`src/rtl/cp0_regfile_if.sv`:
```
// Bus between the pipeline and the CP0 register file: MTC0/MFC0 ports,
// exception info from the M stage, and the register value outputs.
interface cp0_regfile_if;
    logic        we_i;
    logic [4:0]  waddr_i;
    logic [4:0]  raddr_i;
    logic [31:0] data_i;
    logic [5:0]  int_i;
    logic [31:0] excepttype_i;
    logic [31:0] current_inst_addr_i;
    logic        is_in_delayslot_i;
    logic [31:0] bad_addr_i;
    logic [31:0] data_o;
    logic [31:0] count_o;
    logic [31:0] compare_o;
    logic [31:0] status_o;
    logic [31:0] cause_o;
    logic [31:0] epc_o;
    logic [31:0] badvaddr_o;
    logic        timer_int_o;

    modport master (
        output we_i, waddr_i, raddr_i, data_i, int_i, excepttype_i,
               current_inst_addr_i, is_in_delayslot_i, bad_addr_i,
        input  data_o, count_o, compare_o, status_o, cause_o, epc_o,
               badvaddr_o, timer_int_o
    );

    modport slave (
        input  we_i, waddr_i, raddr_i, data_i, int_i, excepttype_i,
               current_inst_addr_i, is_in_delayslot_i, bad_addr_i,
        output data_o, count_o, compare_o, status_o, cause_o, epc_o,
               badvaddr_o, timer_int_o
    );
endinterface

```
`src/rtl/cp0_regfile.sv`:
```
// MIPS CP0 register file: BadVAddr, Count, Compare, Status, Cause, EPC.
// Define CP0_TIMER_INT_EN to enable the Count/Compare timer interrupt.
module cp0_regfile (
    input  logic         clk,
    input  logic         rst,
    cp0_regfile_if.slave bus
);
    localparam logic [4:0]  REG_BADVADDR = 5'd8;
    localparam logic [4:0]  REG_COUNT    = 5'd9;
    localparam logic [4:0]  REG_COMPARE  = 5'd11;
    localparam logic [4:0]  REG_STATUS   = 5'd12;
    localparam logic [4:0]  REG_CAUSE    = 5'd13;
    localparam logic [4:0]  REG_EPC      = 5'd14;
    localparam logic [31:0] STATUS_RST   = 32'h0040_0000;
    localparam logic [31:0] STATUS_WMASK = 32'h0040_FF03;
    localparam logic [31:0] EXC_ERET     = 32'h0000_000E;

    logic [31:0] count, compare, status, cause, epc, badvaddr;
    logic        tick;
    logic        timer_int;

    // Exception types that trap; anything else nonzero is ignored.
    function automatic logic is_trap(input logic [31:0] t);
        case (t)
            32'h1, 32'h4, 32'h5, 32'h8, 32'h9, 32'hA, 32'hC: is_trap = 1'b1;
            default: is_trap = 1'b0;
        endcase
    endfunction

    function automatic logic [4:0] exc_code(input logic [31:0] t);
        exc_code = (t == 32'h1) ? 5'd0 : t[4:0];
    endfunction

    logic trap, eret, mtc0;
    logic wr_count, wr_compare, wr_status, wr_cause, wr_epc;

    always_comb begin
        trap       = is_trap(bus.excepttype_i);
        eret       = (bus.excepttype_i == EXC_ERET);
        mtc0       = bus.we_i && (bus.excepttype_i == 32'h0);
        wr_count   = mtc0 && (bus.waddr_i == REG_COUNT);
        wr_compare = mtc0 && (bus.waddr_i == REG_COMPARE);
        wr_status  = mtc0 && (bus.waddr_i == REG_STATUS);
        wr_cause   = mtc0 && (bus.waddr_i == REG_CAUSE);
        wr_epc     = mtc0 && (bus.waddr_i == REG_EPC);
    end

    always_ff @(posedge clk) begin
        if (rst) begin
            tick     <= 1'b0;
            count    <= '0;
            compare  <= '0;
            status   <= STATUS_RST;
            cause    <= '0;
            epc      <= '0;
            badvaddr <= '0;
        end else begin
            tick <= ~tick;
            cause[15:10] <= {bus.int_i[5] | timer_int, bus.int_i[4:0]};

            // A write to Count replaces that cycle's increment.
            if (wr_count)
                count <= bus.data_i;
            else if (tick)
                count <= count + 32'd1;

            if (wr_compare)
                compare <= bus.data_i;

            if (trap)
                status[1] <= 1'b1;
            else if (eret)
                status[1] <= 1'b0;
            else if (wr_status)
                status <= (status & ~STATUS_WMASK) | (bus.data_i & STATUS_WMASK);

            // EPC and BD are only captured when not already at exception level.
            if (trap) begin
                cause[6:2] <= exc_code(bus.excepttype_i);
                if (!status[1])
                    cause[31] <= bus.is_in_delayslot_i;
            end else if (wr_cause) begin
                cause[9:8] <= bus.data_i[9:8];
            end

            if (trap && !status[1])
                epc <= bus.is_in_delayslot_i ? bus.current_inst_addr_i - 32'd4
                                             : bus.current_inst_addr_i;
            else if (wr_epc)
                epc <= bus.data_i;

            if (trap && (bus.excepttype_i == 32'h4 || bus.excepttype_i == 32'h5))
                badvaddr <= bus.bad_addr_i;
        end
    end

`ifdef CP0_TIMER_INT_EN
    // Sticky until software rewrites Compare.
    always_ff @(posedge clk) begin
        if (rst)
            timer_int <= 1'b0;
        else if (wr_compare)
            timer_int <= 1'b0;
        else if (count == compare && compare != 32'h0)
            timer_int <= 1'b1;
    end
`else
    assign timer_int = 1'b0;
`endif

    always_comb begin
        case (bus.raddr_i)
            REG_BADVADDR: bus.data_o = badvaddr;
            REG_COUNT:    bus.data_o = count;
            REG_COMPARE:  bus.data_o = compare;
            REG_STATUS:   bus.data_o = status;
            REG_CAUSE:    bus.data_o = cause;
            REG_EPC:      bus.data_o = epc;
            default:      bus.data_o = 32'h0;
        endcase
    end

    assign bus.count_o     = count;
    assign bus.compare_o   = compare;
    assign bus.status_o    = status;
    assign bus.cause_o     = cause;
    assign bus.epc_o       = epc;
    assign bus.badvaddr_o  = badvaddr;
    assign bus.timer_int_o = timer_int;
endmodule
```
`src/flat_wrapper.sv`:
```
// flat-port wrapper written by rule: the top's interface ports become plain ports
module cp0_regfile_flat 
  (clk, rst, bus_we_i, bus_waddr_i, bus_raddr_i, bus_data_i, bus_int_i, bus_excepttype_i, bus_current_inst_addr_i, bus_is_in_delayslot_i, bus_bad_addr_i, bus_data_o, bus_count_o, bus_compare_o, bus_status_o, bus_cause_o, bus_epc_o, bus_badvaddr_o, bus_timer_int_o);
  cp0_regfile_if bus_i ();
  input  logic clk;
  input  logic rst;
  input wire logic [$bits(bus_i.we_i)-1:0] bus_we_i;
  input wire logic [$bits(bus_i.waddr_i)-1:0] bus_waddr_i;
  input wire logic [$bits(bus_i.raddr_i)-1:0] bus_raddr_i;
  input wire logic [$bits(bus_i.data_i)-1:0] bus_data_i;
  input wire logic [$bits(bus_i.int_i)-1:0] bus_int_i;
  input wire logic [$bits(bus_i.excepttype_i)-1:0] bus_excepttype_i;
  input wire logic [$bits(bus_i.current_inst_addr_i)-1:0] bus_current_inst_addr_i;
  input wire logic [$bits(bus_i.is_in_delayslot_i)-1:0] bus_is_in_delayslot_i;
  input wire logic [$bits(bus_i.bad_addr_i)-1:0] bus_bad_addr_i;
  output wire logic [$bits(bus_i.data_o)-1:0] bus_data_o;
  output wire logic [$bits(bus_i.count_o)-1:0] bus_count_o;
  output wire logic [$bits(bus_i.compare_o)-1:0] bus_compare_o;
  output wire logic [$bits(bus_i.status_o)-1:0] bus_status_o;
  output wire logic [$bits(bus_i.cause_o)-1:0] bus_cause_o;
  output wire logic [$bits(bus_i.epc_o)-1:0] bus_epc_o;
  output wire logic [$bits(bus_i.badvaddr_o)-1:0] bus_badvaddr_o;
  output wire logic [$bits(bus_i.timer_int_o)-1:0] bus_timer_int_o;
  assign bus_i.we_i = bus_we_i;
  assign bus_i.waddr_i = bus_waddr_i;
  assign bus_i.raddr_i = bus_raddr_i;
  assign bus_i.data_i = bus_data_i;
  assign bus_i.int_i = bus_int_i;
  assign bus_i.excepttype_i = bus_excepttype_i;
  assign bus_i.current_inst_addr_i = bus_current_inst_addr_i;
  assign bus_i.is_in_delayslot_i = bus_is_in_delayslot_i;
  assign bus_i.bad_addr_i = bus_bad_addr_i;
  assign bus_data_o = bus_i.data_o;
  assign bus_count_o = bus_i.count_o;
  assign bus_compare_o = bus_i.compare_o;
  assign bus_status_o = bus_i.status_o;
  assign bus_cause_o = bus_i.cause_o;
  assign bus_epc_o = bus_i.epc_o;
  assign bus_badvaddr_o = bus_i.badvaddr_o;
  assign bus_timer_int_o = bus_i.timer_int_o;
  cp0_regfile u_core (.clk(clk), .rst(rst), .bus(bus_i));
endmodule
```
`config.mk`:
```
export PLATFORM = sky130hd
export DESIGN_NAME = cp0_regfile_flat
export DESIGN_NICKNAME = d
export VERILOG_FILES = /design/src/rtl/cp0_regfile_if.sv /design/src/rtl/cp0_regfile.sv /design/src/flat_wrapper.sv
export SDC_FILE = /design/constraint.sdc
export NUM_CORES = 1
export LEC_CHECK = 0
export CAP_MARGIN = 10
export CELL_PAD_IN_SITES_DETAIL_PLACEMENT = 1
export CELL_PAD_IN_SITES_GLOBAL_PLACEMENT = 2
export CORE_MARGIN = 2
export CORE_UTILIZATION = 21
export DETAILED_ROUTE_END_ITERATION = 10
export GPL_TIMING_DRIVEN = 0
export PLACE_DENSITY = 0.89
export SYNTH_ARGS = -nofsm -noshare
export SYNTH_HDL_FRONTEND = slang
export SYNTH_SLANG_ARGS = --single-unit
```
`constraint.sdc`:
```
create_clock -name clk -period 3.02 [get_ports clk]
set_input_delay 0.906 -clock clk [delete_from_list [all_inputs] [get_ports clk]]
set_output_delay 0.906 -clock clk [all_outputs]
set_load 0.005 [all_outputs]
```
==> metrics <==
Syn Inst Count 1031; post-synthesis adder-cell area fraction 0.00302; Post-synth EDFFs 0; Sequential Power Share 0.427; RSZ-0062 raised after global routing yes; WHS Endpoint u_core.bus.compare_o[8]; RR Endpoint u_core.bus.count_o[20]; clk slew on worst S/H paths 0.06 ns; initial antenna violation count 1; die extent in x 202 um; post-synthesis sequential area ratio 0.373; total of max-cap violations 0; WP data arrival 2.53 ns; reg2reg start u_core.bus.count_o[0]; cell area after layout 0.0140 mm2; # clock sinks 154; Placed Instance Area 0.0124 mm2; count leader, synth nand2_1; routed vias/inst 4.94; Combinational Power Share 0.119; P per Cell Area 342 mW/mm2; Pint 0.00351 W; failing checks negative setup slack; pre-CTS setup slack -1.90 ns; core box area 0.0387 mm2; GP Congestion 0.881; final net count 1617; final hold violation count 0; Tot Pwr 0.00480 W; crit-path max FO 10; Mapped Area 0.00827 mm2; Inserted Clock Buffers 17; result of the run complete, but fails checks; synth unique cells 54; die area 0.0410 mm2; Leak 4.95 nW; Initial Util 0.214; First-pass DRT Iterations 8; Hold Path Origin u_core.bus.compare_o[8]; Synth area leader dfxtp_1; Yosys warnings 0; relative slew slack 0.343; H-tree depth 4; mux cell area share after synthesis 0.0278; fin crit share 1.14; most used flip-flop cell after synthesis dfxtp_1; DRT antenna net count 0; Area Growth Syn to Fin 69.6%; #FFs+latches synth 154; largest family of logic cells by synthesized area simple AND/OR/NAND/NOR gates; Clk pwr share 0.455; DR iter-0 viols 645; WL per Instance 24.2 um; hold_buf cts 0; CTS tree done; TNS Setup -9.44 ns; DRC Markers 0; Critical Path RT 2.11 ns; Detailed Route WL 48400 um; Clock Skew 0.00990 ns; Die Y 202 um; number of port buffers 328; R2R depth 7; Worst Max-Slew Pin Slew 0.985 ns; switching power 0.00129 W; first-pass GRT wire length 69000 um; Rows 72; top-area cell type share of the netlist area 0.373; Peak Freq 291 MHz; Synth Area in XOR/XNOR 0.0466; leading post-synthesis cells by cell area dfxtp_1 37%, nand2_1 8.7%, a22oi_1 6.4%; max-slew violation count 0; via count 9877; Clock Latency Late Sink 0.44 ns; layout cells sized above 1 0.201; Synth Area in Simple Gates 0.239; R2R setup slack 0.47 ns; Syn Area/Cell 8.02 um2; Root Driver clkbuf_16; Worst Hold Depth 2; num ports 373; ys async rst share 0; peak supply drop 0.000363 V; vias in the first global route 10500; fin util 0.362; crit end category output pin; min Tclk post-route 3.44 ns; GRT overflow 0; crit path launch type input pin; Final WS setup -0.418 ns; GRT Util Overall 0.228; most frequent cells after synthesis 192 x nand2_1, 154 x dfxtp_1, 94 x a21oi_1; Detail Placement HPWL 37100 um; setup violators final 32; largest net degree at the start of global routing 17; Worst Path Class, Setup input pin to output pin; Synth Area in Compound Gates 0.224; CTS Buffer Depth 2; switching share of power 0.268; min-delay worst type flip-flop to flip-flop
## worst max-delay path by stage
stage              startpoint              to  slack [ns]
2_1_floorplan  bus_raddr_i[2]   bus_data_o[0]        0.01
3_3_place_gp   bus_raddr_i[3]  bus_data_o[27]       -1.91
3_5_place_dp   bus_raddr_i[3]  bus_data_o[27]       -1.90
4_1_cts        bus_raddr_i[3]  bus_data_o[22]       -0.39
5_1_grt        bus_raddr_i[4]   bus_data_o[2]       -0.47
6_report       bus_raddr_i[3]  bus_data_o[22]       -0.42
## power by group through the flow
| stage | Clock [W] | Combinational (W) | Sequential, W |
|---|---|---|---|
| floorplan | 0 | 0.000167 | 0.00209 |
| global placement | 0 | 0.000485 | 0.00209 |
| detailed placement | 0 | 0.000494 | 0.00209 |
| CTS | 0.00220 | 0.000545 | 0.00205 |
| global route | 0.00229 | 0.000602 | 0.00205 |
| finish | 0.00218 | 0.000570 | 0.00205 |
## critical path, cell delays in order
cell and delay, ns:
buf_6 0.09, buf_6 0.10, nand3b_1 0.26, nor3_1 0.13, clkbuf_4 0.26, a222oi_1 0.49
nand2_1 0.11, buf_2 0.17
## cell families (layout without fill, tap and decap cells)
kind of cell / after synthesis / count (layout)
AND/OR/NAND/NOR: 406 / 406
AO/OA/AOI/OAI: 273 / 273
flip-flops: 154 / 154
buffers and inverters: 128 / 538
XOR/XNOR: 44 / 44
multiplexers: 23 / 23
adder cells (fa/ha/maj): 2 / 2
other: 1 / 41
## cell type report
class | count | area [um2]
Tap cell | 518 | 648
Multi-Input combinational cell | 788 | 5020
Timing Repair Buffer | 384 | 3780
Sequential cell | 154 | 3080
Clock buffer | 18 | 439
Fill cell | 4620 | 24700
Buffer | 112 | 877
Antenna cell | 1 | 2.50
Inverter | 10 | 37.5
Clock inverter | 14 | 138
## through the flow
| stage | hold slack, ns | std cells |
|---|---|---|
| floorplan | 0.460 | 1070 |
| global placement | 0.454 | 1916 |
| detailed placement | 0.466 | 1916 |
| CTS | 0.475 | 1987 |
| global route | 0.501 | 1999 |
| finish | 0.481 | 1999 |
## sequential cells by signal, indices dropped and copies added, names as in the netlist
register,flops
u_core.tick,1
u_core.bus.cause_o,14
u_core.bus.compare_o,32
u_core.bus.epc_o,32
u_core.bus.count_o,32
u_core.bus.badvaddr_o,32
u_core.bus.status_o,11
## routing by layer
metal | part of all wire | global-route usage | up-vias
met5 | 0 | 0 | -
met4 | 0.051 | 0.118 | 0
met3 | 0.067 | 0.0543 | 101
met2 | 0.48 | 0.389 | 386
met1 | 0.40 | 0.265 | 4866
li1 | - | - | 4524
## placed cells by master (no fill, tap or decap), drive strengths merged, types with 9 or more instances in the layout
cell type,count
a22oi,71
o31ai,13
xor2,25
xnor2,19
nor3,19
nand4,19
nand2,192
mux2i,23
a31oi,13
inv,16
nand3,39
conb,40
nor2,51
a211oi,20
nor4,30
dfxtp,154
o21ai,26
clkbuf,64
buf,155
a222oi,9
clkdlybuf4s50,290
a21oi,94
and3,10
## timing repair
action	in CTS	in global routing
setup buffers	38	17
pin swaps	44	38
endpoints found under the setup margin	144	165
gates resized for setup	260	68
hold endpoints to repair	0	0
gates cloned	3	1
(Power assumes the default switching activity.)
